==> src/rtl/polar_sc_decoder.sv <==
// rtl/polar_sc_decoder.sv - node-parallel min-sum successive-cancellation polar decoder
module polar_sc_decoder #(
    parameter int          N           = 8,
    parameter int          DATA_WIDTH  = 6,
    parameter logic [N-1:0] FROZEN_MASK = 8'h17
) (
    input  logic                  clk,
    input  logic                  rst,
    input  logic [N*DATA_WIDTH-1:0] llr_in,
    input  logic                  in_valid,
    output logic                  in_ready,
    output logic [N-1:0]          u_hat,
    output logic                  out_valid,
    output logic                  busy
);
    localparam int W  = DATA_WIDTH;
    localparam int NL = $clog2(N);
    localparam int SW = $clog2(2 * N);
    localparam int H  = N / 2;

    typedef logic signed [W-1:0] llr_t;
    typedef enum logic [1:0] {IDLE, DECODE, DONE} state_t;

    localparam llr_t LLR_MIN = {1'b1, {(W-1){1'b0}}};
    localparam llr_t LLR_NEG = {1'b1, {(W-2){1'b0}}, 1'b1};
    localparam logic signed [W:0] SAT_POS = {2'b00, {(W-1){1'b1}}};
    localparam logic signed [W:0] SAT_NEG = {2'b11, {(W-2){1'b0}}, 1'b1};

    state_t           state_q, state_d;
    logic [SW-1:0]    step_q;
    logic [NL-1:0]    leaf_q, lvl_q, leaf_nxt, ctz_nxt;
    logic             g_q;
    llr_t             ch_q  [N];
    // Levels 0..NL-1 packed as mem_q[2^l +: 2^l]; entry 0 is never used.
    llr_t             mem_q [N];
    llr_t             la [H];
    llr_t             lb [H];
    llr_t             res [H];
    logic [H-1:0]     sbit;
    logic [N-1:0]     ps [NL];
    logic [N-1:0]     u_dec_q, u_dec_nxt, u_hat_q;
    logic [NL:0]      m;
    logic             bit_dec, accept, last_step;

    function automatic llr_t clamp(input llr_t v);
        return (v == LLR_MIN) ? LLR_NEG : v;
    endfunction

    function automatic llr_t f_op(input llr_t a, input llr_t b);
        llr_t ma, mb, mn;
        ma = a[W-1] ? -a : a;
        mb = b[W-1] ? -b : b;
        mn = (ma < mb) ? ma : mb;
        return (a[W-1] ^ b[W-1]) ? -mn : mn;
    endfunction

    function automatic llr_t g_op(input llr_t a, input llr_t b, input logic s);
        logic signed [W:0] ae, be, sum;
        ae  = {a[W-1], a};
        be  = {b[W-1], b};
        sum = s ? (be - ae) : (be + ae);
        if (sum > SAT_POS) return SAT_POS[W-1:0];
        if (sum < SAT_NEG) return SAT_NEG[W-1:0];
        return sum[W-1:0];
    endfunction

    always_comb begin
        // ps[l] holds every aligned 2^l block of decided bits re-encoded with F^{(x)l}
        ps[0] = u_dec_q;
        for (int l = 1; l < NL; l++) begin
            for (int b = 0; b < N; b += (2 << (l - 1))) begin
                for (int j = 0; j < (1 << (l - 1)); j++) begin
                    ps[l][b + j]                = ps[l-1][b + j] ^ ps[l-1][b + j + (1 << (l - 1))];
                    ps[l][b + j + (1 << (l - 1))] = ps[l-1][b + j + (1 << (l - 1))];
                end
            end
        end
        m = (NL + 1)'(1) << lvl_q;
        for (int j = 0; j < H; j++) begin
            if (lvl_q == NL'(NL - 1)) begin
                la[j] = ch_q[NL'(j)];
                lb[j] = ch_q[NL'(j + int'(m))];
            end else begin
                la[j] = mem_q[NL'(2 * int'(m) + j)];
                lb[j] = mem_q[NL'(3 * int'(m) + j)];
            end
            sbit[j] = ps[lvl_q][NL'(int'(leaf_q) - int'(m) + j)];
            res[j]  = g_q ? g_op(la[j], lb[j], sbit[j]) : f_op(la[j], lb[j]);
        end
        bit_dec             = !FROZEN_MASK[leaf_q] && res[0][W-1];
        u_dec_nxt           = u_dec_q;
        u_dec_nxt[leaf_q]   = bit_dec;
        leaf_nxt            = leaf_q + NL'(1);
        ctz_nxt             = '0;
        for (int k = NL - 1; k >= 0; k--) begin
            if (leaf_nxt[k]) ctz_nxt = NL'(k);
        end
        last_step = (step_q == SW'(2 * N - 3));
    end

    always_ff @(posedge clk or posedge rst) begin
        if (rst) state_q <= IDLE;
        else     state_q <= state_d;
    end

    always_comb begin
        state_d   = state_q;
        in_ready  = (state_q != DECODE) && !rst;
        accept    = in_valid && in_ready;
        out_valid = (state_q == DONE);
        busy      = (state_q == DECODE);
        u_hat     = u_hat_q;
        case (state_q)
            IDLE:    if (accept) state_d = DECODE;
            DECODE:  if (last_step) state_d = DONE;
            DONE:    state_d = accept ? DECODE : IDLE;
            default: state_d = IDLE;
        endcase
    end

    always_ff @(posedge clk or posedge rst) begin
        if (rst) begin
            step_q  <= '0;
            leaf_q  <= '0;
            lvl_q   <= '0;
            g_q     <= 1'b0;
            u_dec_q <= '0;
            u_hat_q <= '0;
            for (int i = 0; i < N; i++) begin
                ch_q[i]  <= '0;
                mem_q[i] <= '0;
            end
        end else if (accept) begin
            for (int i = 0; i < N; i++) ch_q[i] <= clamp(llr_in[i*W +: W]);
            step_q  <= '0;
            leaf_q  <= '0;
            lvl_q   <= NL'(NL - 1);
            g_q     <= 1'b0;
            u_dec_q <= '0;
        end else if (state_q == DECODE) begin
            step_q <= step_q + SW'(1);
            for (int j = 0; j < H; j++) begin
                if (j < int'(m)) mem_q[NL'(int'(m) + j)] <= res[j];
            end
            // A leaf decision is always followed by the g step of the deepest open node.
            if (lvl_q == '0) begin
                u_dec_q <= u_dec_nxt;
                leaf_q  <= leaf_nxt;
                lvl_q   <= ctz_nxt;
                g_q     <= 1'b1;
                if (last_step) u_hat_q <= u_dec_nxt;
            end else begin
                lvl_q <= lvl_q - NL'(1);
                g_q   <= 1'b0;
            end
        end
    end
endmodule
==> config.mk <==
export PLATFORM = sky130hd
export DESIGN_NAME = polar_sc_decoder
export DESIGN_NICKNAME = d
export VERILOG_FILES = /design/src/rtl/polar_sc_decoder.sv
export SDC_FILE = /design/constraint.sdc
export NUM_CORES = 1
export LEC_CHECK = 0
export CAP_MARGIN = 20
export CORE_ASPECT_RATIO = 1.1
export CORE_MARGIN = 4
export CORE_UTILIZATION = 35
export CTS_CLUSTER_SIZE = 12
export DETAILED_ROUTE_END_ITERATION = 8
export GPL_TIMING_DRIVEN = 0
export PLACE_DENSITY = 0.6
export REMOVE_ABC_BUFFERS = 1
export SLEW_MARGIN = 20
export SYNTH_ARGS = -nofsm -noshare
export SYNTH_HDL_FRONTEND = slang
export SYNTH_SLANG_ARGS = --single-unit
==> constraint.sdc <==
create_clock -name clk -period 9.85 [get_ports clk]
set_input_delay 1.97 -clock clk [delete_from_list [all_inputs] [get_ports clk]]
set_output_delay 1.97 -clock clk [all_outputs]
set_load 0.1 [all_outputs]
# [Yosys cells after proc, flatten, opt, wreduce, memory -nomap -nowiden]
# Memories as Yosys holds them, arrays and structs flattened.
# Cells that the tools add are included.
[totals] regBits=125 romBits=8 mem_count=1
[mem_list] memory="(name not given)" words=8 width=1 read_ports=1 rd_clocked_by_memory_dff=0 wr=0 line="90" rtl="bit_dec = !FROZEN_MASK[leaf_q] && res[0][W-1];"
[op_classes] addsub=36 multipliers=1 order_cmp=39 n_eq_ne=15 shifts=1 muxes=166 n_bitwise=26 n_reduce_logical=18
[ops] operator="$mux 48" count=10
[ops] operator="$mux 6" count=80
[ops] operator="$bmux 6 s3" count=12
[ops] operator="$bwmux 48" count=4
[ops] operator="$demux 6 s3" count=4
[ops] operator="$neg 6->6" count=12
[ops] operator="$eq 6x6->1 const B" count=8
[ops] operator="$ge 3x4->1 const B" count=12
[ops] operator="$mux 8" count=5
[ops] operator="$not 3->3" count=12
[ops] operator="$add 6x6->7" count=4
[ops] operator="$gt 7x6->1 const B" count=4
[ops] operator="$lt 7x6->1 const B" count=4
[ops] operator="$mux 7" count=4
[ops] operator="$sub 6x6->7" count=4
[ops] operator="$mux 1" count=26
[ops] operator="$lt 6x6->1" count=4
[ops] operator="$mux 3" count=8
[ops] operator="$add 3x2->3 const B" count=7
[ops] operator="$lt 3x5->1 const B" count=4
[ops] operator="$bmux 8 s2" count=1
[ops] operator="$bmux 1 s3" count=4
[ops] operator="$lt 3x1->1 const B" count=4
[ops] operator="$xor 1x1->1" count=12
[ops] operator="32 further kinds" count=53

# [Depth between registers and ports, before layout]
[logic_depth] word_depth=29 mapped_depth=38 mapped_depth_nobuf=30

# [Least setup slack after synthesis]
# OpenSTA, ideal clock, no wires.
[synth_timing] kind="flip-flop to flip-flop" from="register lvl_q[0]" to="register mem_q[46] (netlist bit)" setup_time_ps=120 t_arrival_ps=7567 path_slack_ps=2164 stages_incl_launch_ff=36 synth_period_minus_slack_ps=7686 path_cell_list="dfrtp_1 > clkbuf_1 > inv_1 > ha_1 > buf_2 > nor2b_1 > buf_6 > buf_2 > buf_2 > clkbuf_1 > buf_1 > ha_1 > buf_2 > clkbuf_1 > mux2_2 > mux4_2 > o21ai_0 > ha_1 > a21oi_1 > ha_1 > nor2b_1 > o21a_1 > o21a_1 > o21ai_0 > a22o_1 > clkbuf_1 > nor2_1 > a21oi_1 > ha_1 > a21boi_0 > nor4bb_1 > or3_1 > a32oi_2 > o22ai_1 > mux2i_1 > a31o_1"
[synth_via] elab_chain_len=29 elab_cells_between_ends=210 cone_classes="add/sub: 33; mul: 1; order compare: 24; eq/ne: 1; shift: 1; mux: 129; bitwise: 17; reduce/logical: 4"
[synth_lines] element="start: declaration" line="31" rtl="logic [NL-1:0] leaf_q, lvl_q, leaf_nxt, ctz_nxt;"
[synth_lines] element="start signal: assignment" line="137" rtl="lvl_q <= NL'(NL - 1);"
[synth_lines] element="start signal: assignment" line="149" rtl="lvl_q <= ctz_nxt;"
[synth_lines] element="start signal: assignment" line="153" rtl="lvl_q <= lvl_q - NL'(1);"
[synth_lines] element="parallel branches: the longest is 28 deep, another holds $neg 6->6"
[synth_lines] element="$mux 48 *" line="143" rtl="if (j < int'(m)) mem_q[NL'(int'(m) + j)] <= res[j];"
[synth_lines] element="end: declaration" line="35" rtl="llr_t mem_q [N];"
# Mark *: on every way between the ends. The select of a mux whose other input is x is not followed.
# A chain may end at the register's enable or synchronous reset.

# [Worst setup path after layout]
[layout_timing] from="register lvl_q[0]" to="register mem_q[14] (netlist bit)"
# Same word-level chain as after synthesis.

==> flow_summary.ini <==
[clocking]
cts_tree = built
cts_hold_buf = 0
insertion_delay_ps = 460
cts.htree.levels = 4
clock_path_buffers = 2
path_clk_slew_ps = 60
root_buffer = clkbuf_16
clkSinkCount = 125
cts_made_buffers = 17

[floorplanning]
die_h_um = 232
core_sq_um = 44800
start_util_pct = 35.7
dieArea_sq_um = 49200
die_x_um = 212
rows = 81
io_pins = 62

[logic_synthesis]
syn_avg_cell_area_sq_um = 8.33
yosysSeqAreaShare_pct = 19.5
ys_async_sr_fraction_pct = 100
synth_cells = 1922
syn_area_sq_um = 16000
ys_types = 118
yosys.area.top_type = dfrtp_1
yosysTopAreaCellShare_pct = 19.5
synth_edf_count = 0
synthFlopType = dfrtp_1
ys_ff_latch = 125
ys.warnings.count = 0
synthTopCellsByArea = dfrtp_1 20%, mux4_2 9.4%, nand2_1 6.1%, ha_1 6.1%, mux2i_1 4.9%

[timing]
fmax_mhz = 107
setup_tns_ps = 0
setup_viol = 0
final.min_clock_period_ps = 9330
slew_violations = 0
post-route-period-util_pct = 94.7
post-route-worst-setup-slack_ps = 525
skew_ps = 13.6
max_slew.worst_pin.slew_ps = 1130
hold_viol_final = 0
relSlewSlack_pct = 24.5
rsz0062_at_grt = false

[routing]
first_iter_violations = 1675
wire_per_inst_um = 23.8
routed_via_density = 6.39
drc = 0
postRouteAntennaNets = 0
dr_total_vias = 16000
wl_um = 59600
firstDrtPassIters = 7

[worst_setup_path]
r2r-end = mem_q[14]
crit_path_start_kind = register
cp_max_fo = 68
crit_top_cell = inv_1
worst-path-buf-inv = 8
r2r-start = lvl_q[0]
critPathKind = register to register
crit_end = mem_q[14]
worst_path_max_delay_cell = ha_4
end_kind = register
worstRegToRegCells = 31
critical_path_arrival_ps = 9630
crit_start = lvl_q[0]
cp.required_ps = 10150
worst-r2r-setup-slack_ps = 520
critPathMaxStageDelay_ps = 710
path_delay_family = compound AO/OA/AOI/OAI gates
path_depth = 31

[global_route]
grt.overflow.total = 0
antenna_found_initial = 1
grt_pass1_wl_um = 91000
grt_max_degree = 95
grt_pass1_vias = 15300
grt_usage_pct = 23.6

[min_path]
min_path_type = register to register

[cells_and_area]
regArea_sq_um = 3130
nFillCells = 4577
multi_input_area_sq_um = 12100
mostFrequentLayoutCell = nand2_1
utilization_pct = 39.4
layout.nets = 2042
finalNonFillerCells = 2500
mostFrequentLayoutCells = 261 x nand2_1, 151 x nor2_1, 123 x dfrtp_1, 100 x a21oi_1, 98 x o21ai_0
antenna_cells = 0
final_layout_size_suffix_gt1_share_pct = 11.9
syn_to_final_growth_pct = 10.3

[outcome]
status = finished clean

[placement]
post-place-ws_ps = -129
finalWeightedCongestion = 0.991
detailed_place_hpwl_um = 44900
io_buffers = 61
dp_cells = 2469

[job]
maxCapViolations = 0
how the worst min path moves through the flow:
stage / from / endpoint / cells after the start / slack, ps
floorplan: ch_q[14] / ch_q[14] / 2 / 460
global placement: u_hat[4] / u_hat[4] / 2 / 470
detailed placement: u_hat[4] / u_hat[4] / 2 / 480
CTS: u_hat[3] / u_hat[3] / 2 / 500
global route: u_hat[3] / u_hat[3] / 2 / 520
finish: u_hat[3] / u_hat[3] / 2 / 490
timing repair:
action                                  in CTS  in global routing
pin swaps                                    0                  0
endpoints found under the setup margin       8                 27
setup buffers                                0                  1
cloned                                       0                  0
resized for setup                            1                  2
flip-flops by register name, indices dropped and copies added (netlist names):
register	flops
lvl_q	3
mem_q	48
ch_q	48
step_q	4
u_hat	8
g_q	1
state_q	2
u_dec_q	8
leaf_q	3
cell type report:
class                      instances  share of cell area [%]
multi-input combinational       1611                    68.4
sequential                       125                    17.7
timing repair buffer              77                    5.00
tap                              581                    4.12
clock buffer                      19                    2.45
inverter                          76                    1.72
clock inverter                    11                   0.553
synth_stat cells, types with 16 or more instances:
cell type / n
mux2i_1: 79
nor3_1: 54
mux2_2: 28
inv_1: 66
o211ai_1: 18
a21oi_1: 100
nand3_1: 46
nor2_1: 152
a31oi_1: 29
a21o_1: 23
o22ai_1: 19
o21ai_0: 98
dfrtp_1: 125
nor2b_1: 23
nand2b_1: 28
and2_1: 17
or3_1: 16
ha_1: 78
xor2_1: 25
o31ai_1: 30
xnor2_1: 54
a211oi_1: 28
nand2_1: 262
mux4_2: 67
clkbuf_1: 52
buf_2: 24
worst reg2reg max path, delay by kind of cell (launching register included):
family	cells	cell delay (ps)
flip-flops	1	690
AO/OA/AOI/OAI	8	2260
buffers and inverters	8	1970
XOR/XNOR	2	250
AND/OR/NAND/NOR	8	2010
adder cells (fa/ha/maj)	5	1990
cells by family (layout without fill, tap and decap cells):
family / Yosys count / after routing / share of synthesized area (%)
simple gates: 721 / 721 / 22.1
fa+ha+maj: 88 / 88 / 7.04
compound gates: 539 / 539 / 23.9
xor+xnor: 84 / 84 / 5.01
mux: 179 / 179 / 16.9
buf+inv: 186 / 183 / 5.48
flops: 125 / 125 / 19.5
metrics by stage:
step / area [sq um] / hold WS [ps]
finish: 17700 / 488
floorplan: 15400 / 461
detailed placement: 17100 / 480
global route: 17700 / 521
global placement: 16800 / 473
CTS: 17600 / 498
layer usage:
| metal | up-vias | track usage [%] | share of wire, % | wire length, um |
|---|---|---|---|---|
| li1 | 7233 | - | - | - |
| met1 | 7666 | 30.0 | 40 | 23700 |
| met2 | 852 | 36.6 | 44 | 26500 |
| met3 | 213 | 5.57 | 9.1 | 5400 |
| met4 | 0 | 13.9 | 6.7 | 3980 |
| met5 | - | 0 | 0 | 0 |
Power is not shown: default switching activity piles up to over one toggle a cycle in this logic, so the estimate is an artifact.
